### src/rtl/lt16_vector_driver_if.sv
// Control/status and DUT-operand bundle between the lt16 vector driver and its surroundings.
// master is the driver side; slave is the wrapper/bench side.
interface lt16_vector_driver_if #(
  parameter int unsigned BITWIDTH = 16,
  parameter int unsigned CNT_W    = 16
);
  logic                start;
  logic [CNT_W-1:0]    num_vectors;
  logic                dut_result;
  logic [BITWIDTH-1:0] a;
  logic [BITWIDTH-1:0] b;
  logic                busy;
  logic                done;
  logic                pass;
  logic [CNT_W-1:0]    err_count;
  logic [CNT_W-1:0]    first_err_idx;
  logic [BITWIDTH-1:0] first_err_a;
  logic [BITWIDTH-1:0] first_err_b;

  modport master (
    input  start, num_vectors, dut_result,
    output a, b, busy, done, pass, err_count, first_err_idx, first_err_a, first_err_b
  );

  modport slave (
    output start, num_vectors, dut_result,
    input  a, b, busy, done, pass, err_count, first_err_idx, first_err_a, first_err_b
  );
endinterface

### src/rtl/lt16_vector_driver.sv
// Self-checking LFSR stimulus driver for the flopped 16-bit less-than DUT.
// Define LT16_DRIVER_ERR_LOG_EN to build the first-mismatch capture registers.
module lt16_vector_driver #(
  parameter int unsigned         BITWIDTH    = 16,
  parameter int unsigned         DUT_LATENCY = 4,
  parameter logic [BITWIDTH-1:0] SEED_A      = 16'hACE1,
  parameter logic [BITWIDTH-1:0] SEED_B      = 16'h1D2B,
  parameter int unsigned         CNT_W       = 16
) (
  input logic                  clk,
  input logic                  rst_n,
  lt16_vector_driver_if.master bus
);

  localparam int unsigned DL = DUT_LATENCY + 1;
  localparam logic [BITWIDTH-1:0] LfsrMask = 16'hB400;

  typedef enum logic [1:0] {StIdle, StRun, StDrain, StDone} state_e;

  function automatic logic [BITWIDTH-1:0] lfsr_step(input logic [BITWIDTH-1:0] v);
    return {1'b0, v[BITWIDTH-1:1]} ^ (v[0] ? LfsrMask : '0);
  endfunction

  // Fold of the 32-bit square: low half XOR high half.
  function automatic logic [BITWIDTH-1:0] fold_sq(input logic [BITWIDTH-1:0] x);
    logic [2*BITWIDTH-1:0] sq;
    sq = {{BITWIDTH{1'b0}}, x} * {{BITWIDTH{1'b0}}, x};
    return sq[BITWIDTH-1:0] ^ sq[2*BITWIDTH-1:BITWIDTH];
  endfunction

  state_e              state_q;
  logic [BITWIDTH-1:0] a_q, b_q;
  logic [BITWIDTH-1:0] lfsr_a_q, lfsr_b_q;
  logic [CNT_W-1:0]    vec_cnt_q, num_q, err_q;
  logic [DL-1:0]       dl_valid_q, dl_exp_q;
  logic                busy_q, done_q;

  logic [BITWIDTH-1:0] issue_a, issue_b;
  logic                exp_new, check_now, mismatch, last_check, idle_like;

  always_comb begin
    idle_like  = (state_q == StIdle) || (state_q == StDone);
    issue_a    = idle_like ? SEED_A : lfsr_a_q;
    issue_b    = idle_like ? SEED_B : lfsr_b_q;
    exp_new    = fold_sq(issue_a) < fold_sq(issue_b);
    check_now  = dl_valid_q[DL-1];
    mismatch   = check_now && (bus.dut_result != dl_exp_q[DL-1]);
    // The oldest valid entry with nothing valid behind it is the run's last vector.
    last_check = check_now && (dl_valid_q[DL-2:0] == '0);
  end

`ifdef LT16_DRIVER_ERR_LOG_EN
  // Trailing LFSR pair reproduces the operands of the vector currently being checked.
  logic [CNT_W-1:0]    chk_idx_q, first_idx_q;
  logic [BITWIDTH-1:0] chk_a_q, chk_b_q, first_a_q, first_b_q;

  always_ff @(posedge clk or negedge rst_n) begin
    if (!rst_n) begin
      chk_idx_q   <= '0;
      chk_a_q     <= SEED_A;
      chk_b_q     <= SEED_B;
      first_idx_q <= '0;
      first_a_q   <= '0;
      first_b_q   <= '0;
    end else if (idle_like && bus.start) begin
      chk_idx_q   <= '0;
      chk_a_q     <= SEED_A;
      chk_b_q     <= SEED_B;
      first_idx_q <= '0;
      first_a_q   <= '0;
      first_b_q   <= '0;
    end else if (check_now) begin
      chk_idx_q <= chk_idx_q + 1'b1;
      chk_a_q   <= lfsr_step(chk_a_q);
      chk_b_q   <= lfsr_step(chk_b_q);
      if (mismatch && err_q == '0) begin
        first_idx_q <= chk_idx_q;
        first_a_q   <= chk_a_q;
        first_b_q   <= chk_b_q;
      end
    end
  end

  assign bus.first_err_idx = first_idx_q;
  assign bus.first_err_a   = first_a_q;
  assign bus.first_err_b   = first_b_q;
`else
  assign bus.first_err_idx = '0;
  assign bus.first_err_a   = '0;
  assign bus.first_err_b   = '0;
`endif

  always_ff @(posedge clk or negedge rst_n) begin
    if (!rst_n) begin
      state_q    <= StIdle;
      a_q        <= '0;
      b_q        <= '0;
      lfsr_a_q   <= SEED_A;
      lfsr_b_q   <= SEED_B;
      vec_cnt_q  <= '0;
      num_q      <= '0;
      err_q      <= '0;
      dl_valid_q <= '0;
      dl_exp_q   <= '0;
      busy_q     <= 1'b0;
      done_q     <= 1'b0;
    end else begin
      dl_valid_q <= {dl_valid_q[DL-2:0], 1'b0};
      dl_exp_q   <= {dl_exp_q[DL-2:0], 1'b0};
      if (mismatch && err_q != '1) begin
        err_q <= err_q + 1'b1;
      end
      unique case (state_q)
        StIdle, StDone: begin
          if (bus.start) begin
            err_q <= '0;
            if (bus.num_vectors != '0) begin
              a_q        <= SEED_A;
              b_q        <= SEED_B;
              lfsr_a_q   <= lfsr_step(SEED_A);
              lfsr_b_q   <= lfsr_step(SEED_B);
              dl_valid_q <= {{(DL-1){1'b0}}, 1'b1};
              dl_exp_q   <= {{(DL-1){1'b0}}, exp_new};
              vec_cnt_q  <= {{(CNT_W-1){1'b0}}, 1'b1};
              num_q      <= bus.num_vectors;
              state_q    <= (bus.num_vectors == {{(CNT_W-1){1'b0}}, 1'b1}) ? StDrain : StRun;
              busy_q     <= 1'b1;
              done_q     <= 1'b0;
            end else begin
              state_q <= StDone;
              busy_q  <= 1'b0;
              done_q  <= 1'b1;
            end
          end
        end
        StRun: begin
          a_q        <= lfsr_a_q;
          b_q        <= lfsr_b_q;
          lfsr_a_q   <= lfsr_step(lfsr_a_q);
          lfsr_b_q   <= lfsr_step(lfsr_b_q);
          dl_valid_q <= {dl_valid_q[DL-2:0], 1'b1};
          dl_exp_q   <= {dl_exp_q[DL-2:0], exp_new};
          vec_cnt_q  <= vec_cnt_q + 1'b1;
          if (vec_cnt_q == num_q - 1'b1) begin
            state_q <= StDrain;
          end
        end
        StDrain: begin
          if (last_check) begin
            state_q <= StDone;
            busy_q  <= 1'b0;
            done_q  <= 1'b1;
          end
        end
        default: state_q <= StIdle;
      endcase
    end
  end

  assign bus.a         = a_q;
  assign bus.b         = b_q;
  assign bus.busy      = busy_q;
  assign bus.done      = done_q;
  assign bus.err_count = err_q;
  assign bus.pass      = done_q && (err_q == '0);

endmodule
### src/flat_wrapper.sv
// flat-port wrapper written by rule: the top's interface ports become plain ports
module lt16_vector_driver_flat 
#(
  parameter int unsigned         BITWIDTH    = 16,
  parameter int unsigned         DUT_LATENCY = 4,
  parameter logic [BITWIDTH-1:0] SEED_A      = 16'hACE1,
  parameter logic [BITWIDTH-1:0] SEED_B      = 16'h1D2B,
  parameter int unsigned         CNT_W       = 16
)
  (clk, rst_n, bus_start, bus_num_vectors, bus_dut_result, bus_a, bus_b, bus_busy, bus_done, bus_pass, bus_err_count, bus_first_err_idx, bus_first_err_a, bus_first_err_b);
  lt16_vector_driver_if #(.BITWIDTH(BITWIDTH), .CNT_W(CNT_W)) bus_i ();
  input logic clk;
  input logic rst_n;
  input wire logic [$bits(bus_i.start)-1:0] bus_start;
  input wire logic [$bits(bus_i.num_vectors)-1:0] bus_num_vectors;
  input wire logic [$bits(bus_i.dut_result)-1:0] bus_dut_result;
  output wire logic [$bits(bus_i.a)-1:0] bus_a;
  output wire logic [$bits(bus_i.b)-1:0] bus_b;
  output wire logic [$bits(bus_i.busy)-1:0] bus_busy;
  output wire logic [$bits(bus_i.done)-1:0] bus_done;
  output wire logic [$bits(bus_i.pass)-1:0] bus_pass;
  output wire logic [$bits(bus_i.err_count)-1:0] bus_err_count;
  output wire logic [$bits(bus_i.first_err_idx)-1:0] bus_first_err_idx;
  output wire logic [$bits(bus_i.first_err_a)-1:0] bus_first_err_a;
  output wire logic [$bits(bus_i.first_err_b)-1:0] bus_first_err_b;
  assign bus_i.start = bus_start;
  assign bus_i.num_vectors = bus_num_vectors;
  assign bus_i.dut_result = bus_dut_result;
  assign bus_a = bus_i.a;
  assign bus_b = bus_i.b;
  assign bus_busy = bus_i.busy;
  assign bus_done = bus_i.done;
  assign bus_pass = bus_i.pass;
  assign bus_err_count = bus_i.err_count;
  assign bus_first_err_idx = bus_i.first_err_idx;
  assign bus_first_err_a = bus_i.first_err_a;
  assign bus_first_err_b = bus_i.first_err_b;
  lt16_vector_driver #(.BITWIDTH(BITWIDTH), .DUT_LATENCY(DUT_LATENCY), .SEED_A(SEED_A), .SEED_B(SEED_B), .CNT_W(CNT_W)) u_core (.clk(clk), .rst_n(rst_n), .bus(bus_i));
endmodule
### config.mk
export PLATFORM = sky130hd
export DESIGN_NAME = lt16_vector_driver_flat
export DESIGN_NICKNAME = d
export VERILOG_FILES = /design/src/rtl/lt16_vector_driver_if.sv /design/src/rtl/lt16_vector_driver.sv /design/src/flat_wrapper.sv
export SDC_FILE = /design/constraint.sdc
export NUM_CORES = 1
export LEC_CHECK = 0
export CORE_MARGIN = 2
export CORE_UTILIZATION = 50
export DETAILED_ROUTE_END_ITERATION = 8
export PLACE_DENSITY_LB_ADDON = 0.25
export SYNTH_ARGS = -nofsm -noshare
export SYNTH_HDL_FRONTEND = slang
export SYNTH_SLANG_ARGS = --single-unit
### constraint.sdc
create_clock -name clk -period 21.9 [get_ports clk]
set_input_delay 6.57 -clock clk [delete_from_list [all_inputs] [get_ports clk]]
set_output_delay 6.57 -clock clk [all_outputs]
set_load 0.1 [all_outputs]
==> results of run 1 <==
cell usage in the layout, fill, tap and decap left out, drive strengths merged, types with 4 or more instances in the layout:
master | synthesis | final
clkbuf | 76 | 11
buf | 68 | 18
or3 | 7 | 7
and3 | 18 | 18
nand4 | 18 | 18
o21a | 10 | 10
clkdlybuf4s50 | 0 | 69
a31oi | 19 | 19
inv | 462 | 463
o211ai | 6 | 6
clkinv | 1 | 4
nor4 | 15 | 15
a21o | 28 | 28
mux2i | 12 | 12
fa | 322 | 322
dfstp | 16 | 16
nor3 | 26 | 26
mux2 | 6 | 6
o31ai | 4 | 4
nor2 | 114 | 114
a2111oi | 5 | 5
xor2 | 53 | 53
xnor2 | 101 | 101
o22a | 8 | 8
a21oi | 88 | 88
and2 | 69 | 69
dfrtp | 96 | 96
a211oi | 5 | 5
o21bai | 6 | 6
nor2b | 30 | 30
o21ai | 61 | 61
conb | 1 | 48
a22o | 14 | 14
nand3 | 31 | 31
ha | 215 | 215
nand2 | 258 | 258
routing by layer:
| metal | track usage (%) | vias to the layer above | share of wire [%] |
|---|---|---|---|
| li1 | - | 7129 | - |
| met1 | 32.6 | 7634 | 42 |
| met2 | 42.5 | 468 | 49 |
| met3 | 3.06 | 89 | 6.2 |
| met4 | 7.75 | 0 | 2.7 |
| met5 | 0 | - | 0 |
through the flow:
step	utilization, %	hold WS, ns	instance area [µm²]
after global routing	53.5	0.482	21800
after detailed placement	52.7	0.452	21500
after floorplan	-	0.439	20800
final	53.5	0.473	21800
after CTS	53.5	0.470	21800
after global placement	52.7	0.443	21500
worst max-delay path: cells and delay by family (launching register included):
| kind | cells | cell delay (ns) |
|---|---|---|
| compound gates | 12 | 2.78 |
| xor+xnor | 1 | 0.10 |
| fa+ha+maj | 9 | 4.26 |
| buf+inv | 7 | 0.99 |
| flops | 1 | 0.37 |
| simple gates | 4 | 0.74 |
final timing paths:
check / startpoint / end / slack (ns) / cells past startpoint
worst max-delay path: u_core.state_q[0] / u_core.dl_exp_q[0] / 12.50 / 33
worst min-delay path: u_core.dl_exp_q[1] / u_core.dl_exp_q[2] / 0.47 / 1
worst max register to register: u_core.state_q[0] / u_core.dl_exp_q[0] / 12.50 / 33
worst min register to register: u_core.dl_exp_q[1] / u_core.dl_exp_q[2] / 0.47 / 1
max in group asynchronous: rst_n / u_core.bus.a[11] / 14.38 / 2
min in group asynchronous: rst_n / u_core.lfsr_b_q[7] / 6.18 / 1
sequential cells by signal, summed over array words and instances (netlist names):
| signal | flops |
|---|---|
| u_core.vec_cnt_q | 16 |
| u_core.lfsr_a_q | 16 |
| u_core.bus.err_count | 16 |
| u_core.bus.a | 9 |
| u_core.bus.b | 10 |
| u_core.bus.busy | 1 |
| u_core.lfsr_b_q | 15 |
| u_core.dl_valid_q | 5 |
| u_core.bus.done | 1 |
| u_core.state_q | 2 |
| u_core.num_q | 16 |
| u_core.dl_exp_q | 5 |
logic make-up after synthesis:
kind of cell	share of synthesized area, %
buf+inv	12.3
simple gates	13.6
fa+ha+maj	44.4
compound gates	8.56
xor+xnor	6.55
flops	13.7
mux	0.911
other cells	0.0182
layout make-up:
cell class / count / area, µm² / area share (%)
Sequential cell: 112 / 2820 / 12.9
Multi-Input combinational cell: 1639 / 15400 / 70.8
Timing Repair Buffer: 87 / 826 / 3.79
Tap cell: 532 / 666 / 3.05
Inverter: 463 / 1740 / 7.97
Clock buffer: 11 / 253 / 1.16
Clock inverter: 5 / 63.8 / 0.293
cells in the mapped netlist, types with 12 or more instances:
cell      instances  share of area (%)
inv_1           462                8.4
fa_1            322                 31
nand2_1         258                4.7
ha_1            215                 13
nor2_1          114                2.1
xnor2_1         101                4.3
dfrtp_1          96                 12
a21oi_1          88                2.1
clkbuf_1         76                1.4
and2_1           69                2.1
buf_4            62                2.3
o21ai_0          58                1.4
xor2_1           53                2.3
nand3_1          31               0.75
nor2b_1          30               0.91
a21o_1           28                1.0
nor3_1           26               0.63
a31oi_1          19               0.58
and3_1           18               0.55
nand4_1          18               0.55
dfstp_2          16                2.0
a22o_1           14               0.60
nor4_1           13               0.39
mux2i_1          12               0.58
==> results_dict.tcl, run 1 <==
set metrics [dict create \
    drt_iter0_drc 981 \
    timing.fmax_ghz 0.106 \
    ant_nets 0 \
    slew_violations 0 \
    cp_slowest_cell "buf_4" \
    setup_viol 0 \
    cts.repair.resized 0 \
    gp_congestion 0.909 \
    syn_inst 2311 \
    clock_path_buffers 2 \
    syn2layout_area_growth_pct 5.87 \
    wl_per_cell_um 17.7 \
    ios 119 \
    cts-htree-levels 3 \
    arrival_ns 9.62 \
    dieArea_mm2 0.0428 \
    holdBufCountCts 0 \
    fill_cells 3743 \
    die_w_um 207 \
    path_clk_slew_ns 0.08 \
    final.min_clock_period_ns 9.40 \
    core_area_mm2 0.0407 \
    cts_tree "built" \
    route.detailed.drc 0 \
    initial_utilization_pct 50.6 \
    status "complete, no violations" \
    cp.required_ns 22.13 \
    ys_types 64 \
    hold_path.class "flop to flop" \
    clock_latency_ns 0.36 \
    pre_cts_ws_ns 12.47 \
    num_rows 74 \
    wl_um 50400 \
    grtUsageTotal_pct 24.7 \
    drive_above_1_share_pct 2.89 \
    cts_setup_buffers 0 \
    worst-path-max-fanout 55 \
    cp-end-kind "flop" \
    yosys_warnings 0 \
    synth_edf_count 0 \
    synth_seq_area_share_pct 13.7 \
    vias 15320 \
    numClockSinks 112 \
    dpl.cell_count 2833 \
    dp_hpwl_um 41000 \
    synth_area_mm2 0.0206 \
    ys_ff_latch 112 \
    critPathMaxStageDelay_ns 0.62 \
    relSlewSlack_pct 19.2 \
    overflow 0 \
    crit_path_start_kind "flop" \
    maxCapViolCount 0 \
    worst_pin_slew_ns 1.21 \
    rsz0062_at_grt "no" \
    finalHoldViolCount 0 \
    ys_async_sr_fraction_pct 100 \
    post-route-period-util_pct 42.9 \
    n_antenna_cell 0 \
    postSynthAreaPerCell_um2 8.91 \
    crit_type "flop to flop" \
    skew_ns 0.0116 \
    worst_slack_ns 12.50 \
    cts-buffers-inserted 9 \
    cts_root_buffer "clkbuf_16" \
    viasPerCell 5.38 \
    die_h_um 207 \
    nets 2869 \
    grt_pass1_wl_um 83200 \
    ys.flop_type "dfrtp_1" \
    layoutNonFillerInstCount 2849 \
    grt_pass1_vias 16195 \
    final.setup.tns_ns 0 \
    numPortBuffers 70 \
    grt_start_max_net_pins 76 \
    antenna_found_initial 3 \
    first_pass_iters 7 \
]
Power of run 1 is left out: the tool's default activity adds up to more than one toggle a clock period on the data nets, which glitch-free logic cannot reach.
==> inputs of run 2 (changes only) <==
==> constraint.sdc (replaced) <==
create_clock -name clk -period 8.7 [get_ports clk]
set_input_delay 2.61 -clock clk [delete_from_list [all_inputs] [get_ports clk]]
set_output_delay 2.61 -clock clk [all_outputs]
set_load 0.1 [all_outputs]
==> run 2 against run 1 <==
Hold slack worse by 0.0025 ns. Critical path depth shrank 3. Via count up 0.65%. Routed wire length is 0.94% higher. First-iteration DRC count grew 8.0%. Register-to-register slack got worse by 12 ns. Setup slack worse by 12 ns. Flip-flop and latch count unchanged. Die area unchanged. Global-route usage is 0.40 points higher. Core utilization rose by 0.73 points. Clock skew about the same. Critical path type unchanged. Highest routed layer unchanged.
==> results_dict.tcl, run 2 (synthesis gave the netlist of run 1 again) <==
set metrics [dict create \
    final_cell_mix "inv_1 (462), fa_1 (322), nand2_1 (258), ha_1 (214), nor2_1 (111)" \
    timing.fmax_ghz 0.123 \
    path_clk_slew_ns 0.08 \
    die_h_um 207 \
    wl_per_cell_um 17.7 \
    grt_start_max_net_pins 72 \
    skew_ns 0.0120 \
    core_area_mm2 0.0407 \
    cts_root_buffer "clkbuf_16" \
    grt_pass1_vias 16347 \
    critPathMaxStageDelay_ns 0.57 \
    grt_pass1_wl_um 84500 \
    die_w_um 207 \
    final_common_cell "inv_1" \
    nets 2900 \
    rrSetupSlack_ns 0.56 \
    cts_tree "built" \
    crit_type "flop to flop" \
    initial_utilization_pct 50.6 \
    numPortBuffers 70 \
    syn2layout_area_growth_pct 7.31 \
    hold_path.class "flop to flop" \
    vias 15420 \
    layoutNonFillerInstCount 2880 \
    arrival_ns 8.44 \
    status "complete, no violations" \
    dpl.cell_count 2864 \
    drive_above_1_share_pct 4.77 \
    cts-buffers-inserted 9 \
    dpl_cell_area_mm2 0.0217 \
    route.detailed.drc 0 \
    crit_path_start_kind "flop" \
    post-route-period-util_pct 93.6 \
    ant_nets 0 \
    wl_um 50900 \
    dieArea_mm2 0.0428 \
    gp_congestion 0.908 \
    clock_latency_ns 0.37 \
    dp_hpwl_um 42700 \
    maxCapViolCount 0 \
    final.min_clock_period_ns 8.14 \
    cp.required_ns 8.99 \
    cts_setup_buffers 0 \
    n_antenna_cell 0 \
    fill_cells 3730 \
    numClockSinks 112 \
    regArea_mm2 0.00282 \
    antenna_found_initial 2 \
    design_area_mm2 0.0221 \
    finalHoldViolCount 0 \
    first_pass_iters 7 \
    cp_slowest_cell "fa_1" \
    grtUsageTotal_pct 25.1 \
    path_common_cell "fa_1" \
    cp-end-kind "flop" \
    ios 119 \
    relSlewSlack_pct 25.9 \
    worst-path-max-fanout 12 \
    slew_violations 0 \
    cts-htree-levels 3 \
    cts.repair.resized 0 \
    worst_pin_slew_ns 1.11 \
    viasPerCell 5.35 \
    multiInputGateArea_mm2 0.0155 \
    holdBufCountCts 0 \
    num_rows 74 \
    overflow 0 \
    drt_iter0_drc 1059 \
    setup_viol 0 \
    clock_path_buffers 2 \
]
-- run 2: cell types whose count changed in the layout (fill, tap and decap cells not counted), moves of 2 or more --
cell	delta
inv_6	+2
a2111oi_0	-3
clkinvlp_4	+2
nor2b_1	-5
nor2_1	-2
nor2b_4	+2
clkinv_4	-2
a2111oi_2	+2
buf_4	+29
nor2b_2	+3
nor2_2	+2
-- run 2: final cells by class --
type	count	area share (%)
Clock buffer	11	1.10
Clock inverter	5	0.170
Inverter	463	7.86
Multi-Input combinational cell	1639	70.2
Sequential cell	112	12.8
Tap cell	532	3.01
Timing Repair Buffer	118	4.86
-- run 2: path summary, 6_finish.rpt --
path | from | end | cells past startpoint
min reg2reg | u_core.dl_exp_q[2] | u_core.dl_exp_q[3] | 1
min | u_core.dl_exp_q[2] | u_core.dl_exp_q[3] | 1
max in group asynchronous | rst_n | u_core.vec_cnt_q[13] | 2
min in group asynchronous | rst_n | u_core.bus.err_count[15] | 1
max reg2reg | u_core.state_q[1] | u_core.dl_exp_q[0] | 30
max | u_core.state_q[1] | u_core.dl_exp_q[0] | 30
-- run 2: stage by stage --
step / utilization, % / setup TNS (ns) / hold WS [ns] / setup WS (ns)
2_1_floorplan: - / 0 / 0.439 / 0.378
3_3_place_gp: 53.3 / 0 / 0.443 / 0.160
3_5_place_dp: 53.3 / 0 / 0.455 / 0.0729
4_1_cts: 54.0 / 0 / 0.473 / 0.0313
5_1_grt: 54.3 / -0.0295 / 0.492 / -0.0295
6_report: 54.3 / 0 / 0.471 / 0.557
-- run 2: metal layers --
metal  track usage (%)  part of all wire [%]  vias up
li1                  -                     -     7187
met1              33.8                    42     7647
met2              42.5                    48      501
met3              3.91                   7.3       85
met4              6.64                   2.3        0
met5                 0                     0        -
-- run 2: worst max-delay path, delay by kind of cell, from the launching register on --
| kind | cells | cell delay (ns) |
|---|---|---|
| adders and majority gates | 9 | 3.95 |
| AOI/OAI and AO/OA | 11 | 2.17 |
| and+or+nand+nor | 5 | 0.79 |
| DFF | 1 | 0.43 |
| buffers and inverters | 3 | 0.41 |
| xor gates and xnor gates | 2 | 0.30 |
Power of run 2 is left out for the same reason.
